`config.mk`:
```
export PLATFORM = sky130hd
export DESIGN_NAME = alm_log_divider
export DESIGN_NICKNAME = d
export VERILOG_FILES = /design/src/rtl/alm_pkg.sv /design/src/rtl/alm_lod_norm.sv /design/src/rtl/alm_log_divider.sv
export SDC_FILE = /design/constraint.sdc
export NUM_CORES = 1
export LEC_CHECK = 0
export CAP_MARGIN = 20
export CORE_ASPECT_RATIO = 0.75
export CORE_MARGIN = 8
export CORE_UTILIZATION = 51
export DETAILED_ROUTE_END_ITERATION = 8
export GPL_ROUTABILITY_DRIVEN = 0
export PLACE_DENSITY_LB_ADDON = 0.05
export SETUP_SLACK_MARGIN = 0.02
export SYNTH_ARGS = -nofsm -noshare
export SYNTH_HDL_FRONTEND = slang
export SYNTH_HIERARCHICAL = 1
export SYNTH_SLANG_ARGS = --single-unit
```
`constraint.sdc`:
```
create_clock -name i_clk -period 12 [get_ports i_clk]
set_clock_uncertainty 0.05 [all_clocks]
set_input_delay 2.4 -clock i_clk [delete_from_list [all_inputs] [get_ports i_clk]]
set_output_delay 2.4 -clock i_clk [all_outputs]
set_load 0.02 [all_outputs]
```
`src/rtl/alm_pkg.sv`:
```
// Shared types and constants for the approximate log-domain divider.
// Payload fields are sized for the widest supported operand (16 bits).
package alm_pkg;

    localparam int unsigned MAX_WIDTH = 16;
    // Fraction fields hold the truncated fraction MSB-aligned, zero below the kept bits
    localparam int unsigned FW = MAX_WIDTH - 1;

    typedef logic [3:0]        k_t;
    typedef logic [FW-1:0]     frac_t;
    typedef logic signed [5:0] e_t;

    typedef struct packed {
        logic s_a;
        logic s_b;
        logic s_q;
        logic z_a;
        logic z_b;
    } flags_t;

    typedef struct packed {
        flags_t f;
        k_t     k_a;
        k_t     k_b;
        frac_t  x_a;
        frac_t  x_b;
    } s1_t;

    typedef struct packed {
        flags_t f;
        e_t     e;
        frac_t  d;
    } s2_t;

    // Magnitude returned for a nonzero dividend over a zero divisor
    function automatic int unsigned dz_sat(int unsigned width, int unsigned frac_bits);
        return (32'd1 << (width + frac_bits)) - 32'd1;
    endfunction

endpackage

```
`src/rtl/alm_lod_norm.sv`:
```
// Leading-one detector plus normalizer: returns the leading-one position and the
// KEEP_WIDTH fraction bits just below it, MSB-aligned in a frac_t.
module alm_lod_norm
    import alm_pkg::*;
#(
    parameter int unsigned WIDTH      = 16,
    parameter int unsigned KEEP_WIDTH = 5
) (
    input  logic [WIDTH-1:0] mag,
    output k_t               k,
    output frac_t            frac
);

    logic [WIDTH-1:0] norm;

    always_comb begin
        k = '0;
        for (int i = 0; i < WIDTH; i++) begin
            if (mag[i]) k = k_t'(i);
        end
        norm = mag << (int'(WIDTH) - 1 - int'(k));
        frac = '0;
        frac[FW-1 -: KEEP_WIDTH] = norm[WIDTH-2 -: KEEP_WIDTH];
    end

    logic unused_norm;
    assign unused_norm = ^norm;

endmodule

```
`src/rtl/alm_log_divider.sv`:
```
// Three-stage Mitchell-style approximate signed divider with valid/ready handshake.
// Define ALM_DIV_COMP_EN to subtract a small bias from the fraction difference.
module alm_log_divider
    import alm_pkg::*;
#(
    parameter int unsigned WIDTH      = 16,
    parameter int unsigned KEEP_WIDTH = 5,
    parameter int unsigned FRAC_BITS  = 8
) (
    input  logic                           i_clk,
    input  logic                           i_rst_n,
    input  logic                           i_valid,
    output logic                           o_ready,
    input  logic signed [WIDTH-1:0]        i_a,
    input  logic signed [WIDTH-1:0]        i_b,
    output logic                           o_valid,
    input  logic                           i_ready,
    output logic signed [WIDTH+FRAC_BITS:0] o_q,
    output logic                           o_dz
);

    localparam int unsigned QW = WIDTH + FRAC_BITS + 1;
    localparam logic [QW-1:0] SAT = QW'(dz_sat(WIDTH, FRAC_BITS));

    logic v1_q, v2_q, v3_q;
    logic adv, accept;
    s1_t  s1_d, s1_q;
    s2_t  s2_d, s2_q;
    logic [QW-1:0] q_d;
    logic          dz_d;

    assign adv     = ~v3_q | i_ready;
    assign accept  = i_valid & adv;
    assign o_ready = adv;
    assign o_valid = v3_q;

    // S1: WIDTH-bit unsigned magnitude is exact even for the most negative operand
    logic [WIDTH-1:0] mag_a, mag_b;
    k_t               k_a, k_b;
    frac_t            x_a, x_b;

    assign mag_a = i_a[WIDTH-1] ? -i_a : i_a;
    assign mag_b = i_b[WIDTH-1] ? -i_b : i_b;

    alm_lod_norm #(.WIDTH(WIDTH), .KEEP_WIDTH(KEEP_WIDTH)) u_lod_a (
        .mag  (mag_a),
        .k    (k_a),
        .frac (x_a)
    );

    alm_lod_norm #(.WIDTH(WIDTH), .KEEP_WIDTH(KEEP_WIDTH)) u_lod_b (
        .mag  (mag_b),
        .k    (k_b),
        .frac (x_b)
    );

    always_comb begin
        s1_d.f.s_a = i_a[WIDTH-1];
        s1_d.f.s_b = i_b[WIDTH-1];
        s1_d.f.s_q = i_a[WIDTH-1] ^ i_b[WIDTH-1];
        s1_d.f.z_a = (i_a == '0);
        s1_d.f.z_b = (i_b == '0);
        s1_d.k_a   = k_a;
        s1_d.k_b   = k_b;
        s1_d.x_a   = x_a;
        s1_d.x_b   = x_b;
    end

    // S2: fraction difference; dropping the borrow bit is the +2^KEEP_WIDTH fix-up
    logic [KEEP_WIDTH:0]   diff;
    logic                  borrow;
    logic [KEEP_WIDTH-1:0] d_fix;

`ifdef ALM_DIV_COMP_EN
    localparam logic [KEEP_WIDTH-1:0] COMP = KEEP_WIDTH'(1 << (KEEP_WIDTH - 4));
`endif

    always_comb begin
        diff   = {1'b0, s1_q.x_a[FW-1 -: KEEP_WIDTH]} - {1'b0, s1_q.x_b[FW-1 -: KEEP_WIDTH]};
        borrow = diff[KEEP_WIDTH];
        d_fix  = diff[KEEP_WIDTH-1:0];
`ifdef ALM_DIV_COMP_EN
        d_fix  = (d_fix >= COMP) ? d_fix - COMP : '0;
`endif
        s2_d.f = s1_q.f;
        s2_d.e = e_t'(int'(s1_q.k_a) - int'(s1_q.k_b) - int'(borrow));
        s2_d.d = '0;
        s2_d.d[FW-1 -: KEEP_WIDTH] = d_fix;
    end

    // S3: antilog by shifting the implicit-one mantissa, then sign and zero rules
    logic [QW-1:0] m_ext, mag_q;
    int            sh;

    always_comb begin
        m_ext = QW'({1'b1, s2_q.d[FW-1 -: KEEP_WIDTH]});
        sh    = int'($signed(s2_q.e)) + int'(FRAC_BITS) - int'(KEEP_WIDTH);
        mag_q = (sh >= 0) ? (m_ext << sh) : (m_ext >> (-sh));
        q_d   = s2_q.f.s_q ? -mag_q : mag_q;
        dz_d  = s2_q.f.z_b;
        if (s2_q.f.z_b) begin
            if (s2_q.f.z_a)      q_d = '0;
            else if (s2_q.f.s_a) q_d = -SAT;
            else                 q_d = SAT;
        end else if (s2_q.f.z_a) begin
            q_d = '0;
        end
    end

    always_ff @(posedge i_clk or negedge i_rst_n) begin
        if (!i_rst_n) begin
            v1_q <= 1'b0;
            v2_q <= 1'b0;
            v3_q <= 1'b0;
            s1_q <= '0;
            s2_q <= '0;
            o_q  <= '0;
            o_dz <= 1'b0;
        end else if (adv) begin
            v1_q <= i_valid;
            v2_q <= v1_q;
            v3_q <= v2_q;
            if (accept) s1_q <= s1_d;
            if (v1_q)   s2_q <= s2_d;
            if (v2_q) begin
                o_q  <= q_d;
                o_dz <= dz_d;
            end
        end
    end

    logic unused_bits;
    assign unused_bits = ^{s1_q, s2_q};

endmodule

```
==> impl_metrics.toml <==
[clock_tree]
cts_root_buf = "clkbuf_16"
numCtsBuffers = 9
htreeDepth = 3
cts.path.max_buffers = 2
hold_buffers = 0
cts_num_sinks = 66
cts_tree = "built"
clock_latency_ps = 340
post_cts_buffers = 0
cts_resized = 0
clk_pin_slew_ps = 60

[setup_path]
critPathKind = "primary input to register"
max_stage_delay_ps = 630
crit_family = "compound AO/OA/AOI/OAI gates"
cp_max_fo = 16
cp.depth = 15
worstPathRequired_ps = 12180
worst_ep_arrival_time_ps = 6870
cp_cell_sequence = "clkdlybuf4s50_1, inv_1, ha_1, nand2_1, or3_1, nand2b_1, o41ai_1, xnor2_1, nor2_1, o31ai_1, o21a_1, inv_1, or2_2, a311o_1, mux2_2"
end_kind = "register"
cp_num_buf_inv = 3
cp_slowest_cell = "clkdlybuf4s50_1"
path_common_cell = "inv_1"
ff2ff_path_depth = 17
timing.critical_path.from_type = "primary input"

[place]
io_buffers = 63
dpl.hpwl_mm = 16.10

[sta]
worst_slew_pin_slew_ps = 1043
setup_viol = 0
hold_viol_final = 0
max_slew_margin_pct = 29.80
period_needed_ps = 6695
max_freq_ghz = 0.1494
fin_crit_sh_pct = 55.79
fin_setup_tns_ps = 0
maxSlewViolCount = 0
rsz0062_at_grt = "false"

[die]
io-pin-count = 64
die_h_microns = 119.7
core_area_sq_um = 14220
die_area_sq_um = 18470
num_rows = 38
fp.dieW_microns = 154.3
start_util_pct = 51.44

[global_routing]
grt-ovfl-total = 0
grt_max_degree = 67
grt_pass1_vias = 6883
track_usage_pct = 22.89
grt_pass1_wl_mm = 35.29
antenna_found_initial = 0

[outcome]
status = "finished clean"

[drt]
post-route-drc-count = 0
post_drt_via_cell_ratio = 6.405
vias = 7340
wl_per_cell_microns = 18.57
ant_nets = 0
drt-total-wl_mm = 21.29
firstDrtPassIters = 5
dr.first_iter.drc_count = 656

[cells_and_area]
antennaDiodeCount = 0
layout_common_cells = "nand2_1 (92), nor2_1 (91), dfrtp_1 (66)"
drive_above_1_share_pct = 9.627
final_common_cell = "nand2_1"
final_nets = 1026
fin_util_pct = 58.64
syn_to_final_growth_pct = 13.99

[worst_hold_path]
hold_depth = 2
min_path_type = "register to register"

[synth]
synth_area_sq_um = 7313
syn_inst = 927
synth_warnings = 6
syn_avg_cell_area_sq_um = 7.889
syn-num-nets = 992

[pwr]
power_density_nw_per_um2 = 277.9
irDropWorstVdd_v = 0.0001612
leakagePower_uw = 0.003256
p_total_uw = 2317

[job]
cap_violations = 0
-- through the flow --
stage | instance area (sq um) | hold WS, ps | cells | worst slack (ps)
2_1_floorplan | 7313 | 389.3 | 927 | 6400
3_3_place_gp | 7975 | 409.3 | 1126 | 5185
3_5_place_dp | 7975 | 412.4 | 1126 | 5093
4_1_cts | 8302 | 426.5 | 1142 | 5430
5_1_grt | 8337 | 465.7 | 1146 | 5004
6_report | 8337 | 422.7 | 1146 | 5305
-- worst min-delay path, cell delays in order (launching register included) --
cell	delay (ps)
dfrtp_1	340
nand2_1	50
nand2_1	50
-- routing by layer --
metal / track usage (%) / routed length [microns] / vias to the layer above
met5: 0 / 0 / -
met4: 7.265 / 427 / 0
met3: 3.843 / 1270 / 42
met2: 35.25 / 9640 / 277
met1: 32.13 / 9946 / 3503
li1: - / - / 3518
-- state kept, by name (all words and copies together), names as in the netlist, 5 cells and up --
signal	count
o_q	25
s2_q	9
m_ext	5
s1_q	22
-- final cells by class --
type	instances	area (sq um)
fill	1311	5879
multi-input combinational	770	5270
sequential	66	1652
timing repair buffer	74	713.2
clock buffer	9	225.2
tap	180	225.2
inverter	40	150.1
clock inverter	7	101.3
-- report_power, final --
| part | total (uW) | internal [uW] | switching, uW |
|---|---|---|---|
| sequential | 408 | 312 | 96.5 |
| combinational | 1620 | 644 | 974 |
| clock | 291 | 183 | 107 |
| total | 2320 | 1140 | 1180 |
-- final timing paths --
kind,endpoint,slack [ps],startpoint
setup reg to reg,o_q[24],5670,s2_q[15]
max in group asynchronous,s1_q[34],9120,i_rst_n
min in group asynchronous,s2_q[18],2220,i_rst_n
hold / removal,o_dz,420,o_dz
setup / recovery,s1_q[11],5310,i_b[0]
hold reg to reg,o_dz,420,o_dz
No activity file was read; power rests on OpenSTA's default activity.
